**src/rtl/multdiv_pkg.sv**
```systemverilog
// Shared types and constants for the multiply/divide issue logic.
package multdiv_pkg;

    typedef enum logic [1:0] {
        IDLE  = 2'd0,
        START = 2'd1,
        BUSY  = 2'd2,
        DONE  = 2'd3
    } md_state_e;

    localparam logic [31:0] STATUS_MULT_OVF = 32'd4;
    localparam logic [31:0] STATUS_DIV_EXC  = 32'd5;
    localparam logic [31:0] STATUS_TIMEOUT  = 32'd6;
    localparam logic [4:0]  RSTATUS_REG     = 5'd30;

    function automatic logic [31:0] exc_status(input logic is_div);
        return is_div ? STATUS_DIV_EXC : STATUS_MULT_OVF;
    endfunction

endpackage

```
**src/rtl/multdiv_watchdog.sv**
```systemverilog
// BUSY-state cycle counter; flags a timeout on the TIMEOUT_CYCLES-th BUSY cycle without ready.
module multdiv_watchdog #(
    parameter int TIMEOUT_CYCLES = 64
) (
    input  logic clk_i,
    input  logic rst_ni,
    input  logic busy_i,
    input  logic ready_i,
    output logic timeout_o
);

    localparam int CW = $clog2(TIMEOUT_CYCLES + 1);

    logic [CW-1:0] cnt_q, cnt_d;

    always_comb begin
        cnt_d = cnt_q;
        if (!busy_i) begin
            cnt_d = '0;
        end else if (!ready_i) begin
            cnt_d = cnt_q + 1'b1;
        end
    end

    always_ff @(posedge clk_i or negedge rst_ni) begin
        if (!rst_ni) begin
            cnt_q <= '0;
        end else begin
            cnt_q <= cnt_d;
        end
    end

    // A ready in the same cycle always beats the timeout.
    assign timeout_o = busy_i && !ready_i && (cnt_q == CW'(TIMEOUT_CYCLES - 1));

endmodule

```
**src/rtl/multdiv_issue.sv**
```systemverilog
// Execute-stage initiator for the iterative multiply/divide unit.
// Optional BUSY watchdog enabled by defining MULTDIV_ISSUE_TIMEOUT_EN.
module multdiv_issue #(
    parameter int         TIMEOUT_CYCLES = 64,
    parameter logic [4:0] RSTATUS_REG    = multdiv_pkg::RSTATUS_REG
) (
    input  logic        clock,
    input  logic        reset_n,
    input  logic        issue_valid,
    input  logic        issue_is_div,
    input  logic [31:0] issue_opA,
    input  logic [31:0] issue_opB,
    input  logic [4:0]  issue_rd,
    input  logic        flush,
    output logic [31:0] md_operandA,
    output logic [31:0] md_operandB,
    output logic        md_ctrl_MULT,
    output logic        md_ctrl_DIV,
    input  logic [31:0] md_result,
    input  logic        md_exception,
    input  logic        md_resultRDY,
    output logic        stall,
    output logic        wb_valid,
    output logic [4:0]  wb_rd,
    output logic [31:0] wb_data,
    output logic        wb_exception
);

    import multdiv_pkg::*;

    if (TIMEOUT_CYCLES < 2) begin : g_bad_cfg
        $error("TIMEOUT_CYCLES must be at least 2");
    end

    md_state_e   state_q;
    logic        is_div_q;
    logic [4:0]  rd_q;
    logic [31:0] opa_q, opb_q;
    logic [4:0]  wb_rd_q;
    logic [31:0] wb_data_q;
    logic        wb_exc_q;
    logic        accept;
    logic        timeout_w;

    assign accept = issue_valid && !flush;

`ifdef MULTDIV_ISSUE_TIMEOUT_EN
    multdiv_watchdog #(
        .TIMEOUT_CYCLES (TIMEOUT_CYCLES)
    ) u_watchdog (
        .clk_i     (clock),
        .rst_ni    (reset_n),
        .busy_i    (state_q == BUSY),
        .ready_i   (md_resultRDY),
        .timeout_o (timeout_w)
    );
`else
    assign timeout_w = 1'b0;
`endif

    always_ff @(posedge clock or negedge reset_n) begin
        if (!reset_n) begin
            state_q   <= IDLE;
            is_div_q  <= 1'b0;
            rd_q      <= '0;
            opa_q     <= '0;
            opb_q     <= '0;
            wb_rd_q   <= '0;
            wb_data_q <= '0;
            wb_exc_q  <= 1'b0;
        end else begin
            // Writeback fields are only non-zero during DONE.
            wb_rd_q   <= '0;
            wb_data_q <= '0;
            wb_exc_q  <= 1'b0;
            unique case (state_q)
                IDLE: begin
                    if (accept) begin
                        opa_q    <= issue_opA;
                        opb_q    <= issue_opB;
                        rd_q     <= issue_rd;
                        is_div_q <= issue_is_div;
                        state_q  <= START;
                    end
                end
                START: begin
                    state_q <= flush ? IDLE : BUSY;
                end
                BUSY: begin
                    if (flush) begin
                        state_q <= IDLE;
                    end else if (md_resultRDY) begin
                        state_q <= DONE;
                        if (md_exception) begin
                            wb_rd_q   <= RSTATUS_REG;
                            wb_data_q <= exc_status(is_div_q);
                            wb_exc_q  <= 1'b1;
                        end else begin
                            wb_rd_q   <= rd_q;
                            wb_data_q <= md_result;
                        end
                    end else if (timeout_w) begin
                        state_q   <= DONE;
                        wb_rd_q   <= RSTATUS_REG;
                        wb_data_q <= STATUS_TIMEOUT;
                        wb_exc_q  <= 1'b1;
                    end
                end
                DONE: begin
                    state_q <= IDLE;
                end
                default: state_q <= IDLE;
            endcase
        end
    end

    assign md_operandA  = opa_q;
    assign md_operandB  = opb_q;
    assign md_ctrl_MULT = (state_q == START) && !is_div_q;
    assign md_ctrl_DIV  = (state_q == START) && is_div_q;

    always_comb begin
        stall = 1'b0;
        unique case (state_q)
            IDLE:    stall = accept;
            START:   stall = 1'b1;
            BUSY:    stall = 1'b1;
            DONE:    stall = 1'b0;
            default: stall = 1'b0;
        endcase
    end

    assign wb_valid     = (state_q == DONE) && !flush;
    assign wb_rd        = wb_rd_q;
    assign wb_data      = wb_data_q;
    assign wb_exception = wb_exc_q;

endmodule

```
**config.mk**
```make
export PLATFORM = sky130hd
export DESIGN_NAME = multdiv_issue
export DESIGN_NICKNAME = d
export VERILOG_FILES = /design/src/rtl/multdiv_pkg.sv /design/src/rtl/multdiv_watchdog.sv /design/src/rtl/multdiv_issue.sv
export SDC_FILE = /design/constraint.sdc
export NUM_CORES = 1
export LEC_CHECK = 0
export ABC_CLOCK_PERIOD_IN_PS = 1600
export BUFFER_PORTS_ARGS = -buffer_cell sky130_fd_sc_hd__buf_2
export CORE_ASPECT_RATIO = 1.1
export CORE_MARGIN = 10
export CORE_UTILIZATION = 46
export DETAILED_ROUTE_END_ITERATION = 8
export PLACE_DENSITY = 0.8
export SLEW_MARGIN = 20
export SYNTH_ARGS = -nofsm -noshare
export SYNTH_HDL_FRONTEND = slang
export SYNTH_HIERARCHICAL = 1
export SYNTH_SLANG_ARGS = --single-unit
export TNS_END_PERCENT = 20
```
**constraint.sdc**
```tcl
create_clock -name clock -period 1.6 [get_ports clock]
set_input_delay 0.08 -clock clock [delete_from_list [all_inputs] [get_ports clock]]
set_output_delay 0.08 -clock clock [all_outputs]
set_load 0.005 [all_outputs]
```
## Word level (Yosys, flattened, before mapping)

Index checks and enable logic that the tools add are counted.

- Register bits after elaboration: 110
- Output and inout port bits: 106
- Logic and storage cells: 42

- Eq/ne operators: 5
- Muxes and demuxes: 19
- Reduce and logical (&&, ||, !) cells: 10

Operators with widths:

| cell | count |
|---|---|
| $mux 32 | 4 |
| $mux 5 | 4 |
| $mux 2 | 4 |
| $pmux 2 s4 | 1 |
| $mux 1 | 5 |
| $eq 2x2->1 const B | 2 |
| $logic_and 1x1->1 | 4 |
| $reduce_and 2->1 | 2 |
| $ne 3x3->1 const B | 1 |
| $pmux 1 s3 | 1 |
| $eq 2x1->1 const B | 1 |
| $logic_not 1->1 | 2 |
| $logic_not 2->1 | 1 |
| $ne 2x2->1 const B | 1 |
| $reduce_or 2->1 | 1 |

## Logic depth before layout (Yosys ltp)

Gate-level depths: netlist of run 1.

- Word-level depth: 5
- Depth in mapped cells: 6

## Least setup slack after synthesis of run 1

OpenSTA, ideal clock, no wires.

- Path kind: register to register
- Start point: reg state_q[0]
- End point: reg is_div_q
- Library setup time: 0.125 ns
- Arrival time: 1.310 ns
- Required time: 1.475 ns
- Setup slack: 0.165 ns
- Cell stages (with the launch flop): 6
- Cell sequence: dfrtp_1 > inv_1 > ha_1 > nand2_4 > buf_6 > mux2_4

- Cells in the longest elaborated chain, start to end: 2

Ends and longest elaborated chain:

| item | line | text |
|---|---|---|
| start: declaration | multdiv_issue.sv:35 | `md_state_e state_q;` |
| start signal: assignment | multdiv_issue.sv:87 | `state_q <= flush ? IDLE : BUSY;` |
| $logic_not 2->1 | multdiv_issue.sv:76 | `unique case (state_q)` |
| $reduce_and 2->1 (no line) | n/a |  |
| end signal: assignment | multdiv_issue.sv:82 | `is_div_q <= issue_is_div;` |
| end: declaration | multdiv_issue.sv:36 | `logic is_div_q;` |

Every way passes these cells.
A chain may end at the register's enable or synchronous reset.

## Worst setup path in the final report of run 1

- Start point: reg state_q[1]
- End point: out stall

- Cells in the longest elaborated chain, start to end: 3
- Elaborated cells between the ends (all ways): 6

Ends and longest elaborated chain:

| item | line | text |
|---|---|---|
| $eq 2x1->1 or $eq 2x2->1 (tied branches) | multdiv_issue.sv:124 | `unique case (state_q)` |
| $reduce_or 2->1 (no line) | n/a |  |
| $pmux 1 s3 (*) | multdiv_issue.sv:124 |  |
| end: declaration | multdiv_issue.sv:22 | `output logic stall,` |

Every way passes the cells marked *; elsewhere a longest branch is shown, timed or not.

==> summary.txt, run 1 <==
Place
  – Final HPWL from detailed placement: 8.957 mm
  – I/O Buffers: 213
  – Place WS: 0.05324 ns
  – Routability congestion estimate: 0.8562

Global route
  – Gr ovfl total: 0
  – Initial antenna violation count: 2
  – Largest net degree at the start of global routing: 111
  – Vias in the first global route: 3906
  – Global-route wire length before repair: 21.10 mm
  – GRT Util Overall: 19.35%

Power
  – Lkg Pwr: 3.842 nW
  – Cell Pwr Density: 1377 nW/um2
  – Worst vdd ir: 0.0008619 V
  – Final Total Pwr: 9.716 mW

Synth
  – Number of synthesized flops with an enable pin: 0
  – Synth Net Count: 376
  – Synth Instances: 262
  – Post-synth ARST share: 100.0%
  – Synthesized cell area: 4365 um2
  – Syn Area/Cell: 16.66 um2
  – Sequential-to-total area share from yosys stat: 63.06%
  – Synthesis-stage register bit count: 110
  – Distinct cells, synth: 23
  – Synth Flop Type: dfrtp_1
  – Yosys warning total: 6

Worst setup path
  – Crit. End Element: output pin
  – Reg2Reg Launch Point: state_q[0]$_DFFE_PN0P_
  – Critical path launch point type: flop
  – Critical path launch point: state_q[1]$_DFFE_PN0P_
  – Required @ worst endpoint: 1.52 ns
  – Crit-path max FO: 3
  – Worst Setup Path Type: reg2out
  – Arrival @ worst endpoint: 1.54 ns

Outcome
  – Outcome: complete, but fails checks
  – Failing checks: negative setup slack

Detailed routing
  – # DRC: 0
  – WL per Instance: 19.27 um
  – Detailed-route via count: 3383
  – Routed WL: 13.93 mm
  – Routed Antenna Nets: 0
  – Drt pass-1 iters: 4
  – Iter 0 DRT Violations: 179
  – Vias/cell: 4.679

Timing
  – Peak Freq: 619.1 MHz
  – Hold Worst Slack: 0.09830 ns
  – Setup repair after global routing missed its margin: true
  – Setup ws final: -0.01529 ns
  – TNS Setup: -0.01529 ns
  – Layout Skew: 0.006530 ns
  – Final Setup Violations: 1
  – Worst-margin pin slew: 0.5652 ns
  – Final Max Tran Viols: 0
  – Normalized max-slew margin: 62.32%
  – Fin crit share: 101.0%
  – Final min period: 1.615 ns
  – Hold Vio Cnt, Final: 0

Min path
  – Min-delay src: flush
  – Min-Delay Path Class: in2reg

Floorplanning
  – Initial core utilization: 46.91%
  – I/O pins: 214
  – Die width: 112.9 um
  – Die ar.: 13790 um2
  – Placement Rows: 37
  – Die H: 122.2 um
  – Core area: 9305 um2

Job
  – Number of max-cap violations: 0

Clock tree
  – H-tree depth: 3
  – Latest clock arrival within the worst-skew pair: 0.37 ns
  – CTS Buffer Depth: 2
  – CTS buffer count: 9
  – CTS root buf: clkbuf_8
  – Reg clk slew, reported paths: 0.10 ns
  – CTS tree: yes
  – Clock Sink Count: 110

Cells and area
  – Nets: 713
  – Layout cell share with drive strength beyond 1: 54.64%
  – Commonest cells after routing, fill and taps aside: buf_2, dfrtp_1, dlygate4sd3_1
  – Core Util, Final: 75.82%
  – Area growth, synth to finish: 61.62%
  – Commonest non-fill, non-tap cell in the layout: buf_2
-- final cells by class --
| cell class | count | area [um2] |
|---|---|---|
| Antenna cell | 2 | 5.005 |
| Tap cell | 117 | 146.4 |
| Fill cell | 552 | 2250 |
| Multi-Input combinational cell | 138 | 1562 |
| Timing Repair Buffer | 337 | 2370 |
| Clock inverter | 5 | 57.56 |
| Inverter | 3 | 11.26 |
| Sequential cell | 110 | 2753 |
| Clock buffer | 11 | 151.4 |
-- power by group --
group	internal [mW]	leakage [nW]	switching [mW]
registers	3.73	1.38	0.571
clock network	0.806	0.0976	0.905
logic	2.39	2.36	1.32
-- cell usage after synthesis (2+ instances only) --
master	n	share of area, %
and2_1	31	4.4
buf_6	7	1.8
clkbuf_1	2	0.17
clkbuf_2	2	0.23
dfrtp_1	110	63
ha_1	6	1.7
inv_1	3	0.26
mux2_2	2	0.52
mux2_4	69	24
nor2_1	15	1.3
nor2b_1	2	0.29
o21ai_0	2	0.23
-- cells by family after synthesis --
| family | Yosys count | synth area share [%] |
|---|---|---|
| DFF | 110 | 63.06 |
| muxes | 72 | 24.48 |
| and+or+nand+nor | 55 | 7.624 |
| buffers and inverters | 14 | 2.465 |
| adders and majority gates | 6 | 1.720 |
| AOI/OAI and AO/OA | 5 | 0.6593 |
-- worst max-delay path, stage by stage, from the launching register on --
cell     delay [ns]
dfrtp_1        0.41
inv_2          0.10
buf_6          0.12
ha_4           0.12
mux2_4         0.30
buf_6          0.12
-- worst paths after layout --
| kind | endpoint | slack [ns] | cells past startpoint |
|---|---|---|---|
| setup / recovery | stall | -0.02 | 5 |
| hold / removal | wb_data[25]$_DFF_PN0_ | 0.1 | 3 |
| setup reg to reg | wb_data[20]$_DFF_PN0_ | 0.03 | 7 |
| hold reg to reg | wb_rd[0]$_DFF_PN0_ | 0.51 | 1 |
| max in group asynchronous | rd_q[3]$_DFFE_PN0P_ | 0.86 | 3 |
| min in group asynchronous | md_operandB[14]$_DFFE_PN0P_ | 0.30 | 3 |
-- repair_timing --
action	in CTS	in global routing
gates cloned	0	2
hold endpoints to repair	213	0
gates resized for setup	8	5
pin swaps	1	0
hold buffers	105	0
endpoints found under the setup margin	1	34
buffers inserted	2	4
-- layer usage --
metal	share of wire [%]	track usage (%)	vias up
li1	-	-	1546
met1	35	20.22	1682
met2	55	35.41	133
met3	7.4	5.998	22
met4	2.1	7.698	0
met5	0	0	-
-- through the flow --
stage | area (um2) | std cells
6_report | 7056 | 723
5_1_grt | 7056 | 723
4_1_cts | 6945 | 715
3_5_place_dp | 5632 | 592
3_3_place_gp | 5632 | 592
2_1_floorplan | 4365 | 262
-- registers in the layout, indices dropped and copies added, names as in the netlist --
register / cells
is_div_q: 1
md_operandA: 32
md_operandB: 32
rd_q: 5
state_q: 2
wb_data: 32
wb_exception: 1
wb_rd: 5
No activity file was read; power rests on OpenSTA's default activity.
==> run 2, diff against run 1 <==
Settings changed: CAP_MARGIN set to 20, PLACE_DENSITY 0.8 to 0.79.
==> summary.txt, run 2 (same netlist as run 1, synthesis figures left out) <==
Outcome
  – Outcome: finished, final reports clean

Worst setup path
  – Worst Setup Path Type: reg2out
  – Critical path launch point type: flop
  – Required @ worst endpoint: 1.52 ns
  – Arrival @ worst endpoint: 1.52 ns
  – Crit-path max FO: 4
  – FF-to-FF setup slack: 0.07 ns
  – Crit. End Element: output pin
  – Reg2reg path depth: 5

Global route
  – Largest net degree at the start of global routing: 48
  – GRT Util Overall: 19.87%
  – Initial antenna violation count: 2
  – Vias in the first global route: 3855
  – Gr ovfl total: 0
  – Global-route wire length before repair: 21.55 mm

Floorplanning
  – Die ar.: 13790 um2
  – Initial core utilization: 46.91%
  – I/O pins: 214
  – Die H: 122.2 um
  – Placement Rows: 37
  – Core area: 9305 um2
  – Die width: 112.9 um

Cells and area
  – Commonest cells after routing, fill and taps aside: buf_2, dfrtp_1, dlygate4sd3_1
  – Multi-input gate area: 1544 um2
  – Nets: 707
  – Finished Layout Cells: 717
  – Commonest non-fill, non-tap cell in the layout: buf_2
  – Fill cells: 560
  – Area growth, synth to finish: 60.76%
  – Design Area, Final: 7018 um2
  – Layout cell share with drive strength beyond 1: 54.18%
  – Sequential cell area: 2753 um2

Detailed routing
  – WL per Instance: 19.30 um
  – Drt pass-1 iters: 4
  – Detailed-route via count: 3312
  – Iter 0 DRT Violations: 102
  – Routed WL: 13.84 mm
  – # DRC: 0
  – Routed Antenna Nets: 0
  – Vias/cell: 4.619

Clock tree
  – CTS buffer count: 9
  – Clock Sink Count: 110
  – CTS Buffer Depth: 2
  – CTS root buf: clkbuf_8
  – H-tree depth: 3
  – Reg clk slew, reported paths: 0.10 ns
  – Latest clock arrival within the worst-skew pair: 0.36 ns
  – CTS tree: yes

Timing
  – Layout Skew: 0.008673 ns
  – Setup ws final: 0.0001473 ns
  – Final Max Tran Viols: 0
  – Hold Worst Slack: 0.03157 ns
  – Fin crit share: 99.99%
  – Setup repair after global routing missed its margin: true
  – Normalized max-slew margin: 70.56%
  – Peak Freq: 625.1 MHz
  – Hold Vio Cnt, Final: 0
  – Final Setup Violations: 0
  – Final min period: 1.600 ns
  – Worst-margin pin slew: 0.4417 ns

Place
  – Place WS: 0.004380 ns
  – Area after DPL: 5634 um2
  – I/O Buffers: 213
  – Placed cells: 594
  – Routability congestion estimate: 0.8314
  – Final HPWL from detailed placement: 9.110 mm

Power
  – Worst vdd ir: 0.0007543 V
  – Final Total Pwr: 10.25 mW
  – Cell Pwr Density: 1461 nW/um2
  – Lkg Pwr: 3.846 nW

Min path
  – Min-Delay Path Class: in2reg
  – Hold Path Depth: 3

Job
  – Number of max-cap violations: 0
## run 2: changes by cell type in the layout (fill, tap and decap cells not counted), moves of 2 or more
cell        before  now
buf_4           12   10
clkinvlp_4       3    0
clkbuf_16        2    0
bufinv_16        1    5
clkbuf_8        11    9
## run 2: final timing paths
check,startpoint,end
setup / recovery,state_q[0]$_DFFE_PN0P_,stall
hold / removal,md_exception,wb_exception$_DFF_PN0_
setup reg to reg,state_q[0]$_DFFE_PN0P_,md_operandB[31]$_DFFE_PN0P_
hold reg to reg,rd_q[0]$_DFFE_PN0P_,wb_rd[0]$_DFF_PN0_
max in group asynchronous,reset_n,md_operandA[29]$_DFFE_PN0P_
min in group asynchronous,reset_n,md_operandB[23]$_DFFE_PN0P_
## run 2: report_power, final
part | internal, mW | leakage [nW] | switching (mW)
Sequential | 3.73 | 1.38 | 0.605
Combinational | 2.34 | 2.32 | 1.32
Clock | 1.35 | 0.143 | 0.911
Total | 7.42 | 3.85 | 2.83
## run 2: area by class of cell
| class | count | share of cell area [%] |
|---|---|---|
| sequential | 110 | 39.22 |
| timing repair buffer | 331 | 32.41 |
| multi-input combinational | 138 | 22.00 |
| clock inverter | 7 | 2.282 |
| tap | 117 | 2.086 |
| clock buffer | 9 | 1.765 |
| inverter | 3 | 0.1605 |
| antenna | 2 | 0.07131 |
## run 2: per-stage QoR
stage	util, %	TNS (ns)
after detailed placement	60.55	0
after floorplan	-	0
after CTS	75.29	-0.008723
final	75.42	0
after global placement	60.55	0
after global routing	75.42	-0.07246
## run 2: what timing repair did
action	in CTS	in global routing
endpoints found under the setup margin	2	4
hold buffers	104	0
setup buffers	1	0
hold endpoints to repair	130	0
resized for setup	8	2
## run 2: critical path, stage by stage, from the launching register on
cell	delay, ns
dfrtp_1	0.41
inv_2	0.14
ha_4	0.22
mux2_4	0.27
buf_6	0.12
## run 2: routing by layer
| layer | global-route usage [%] | wire (um) | vias to the layer above |
|---|---|---|---|
| met5 | 0 | 0 | - |
| met4 | 8.016 | 291 | 0 |
| met3 | 6.342 | 987 | 21 |
| met2 | 36.17 | 7521 | 130 |
| met1 | 20.75 | 5034 | 1628 |
| li1 | - | - | 1533 |
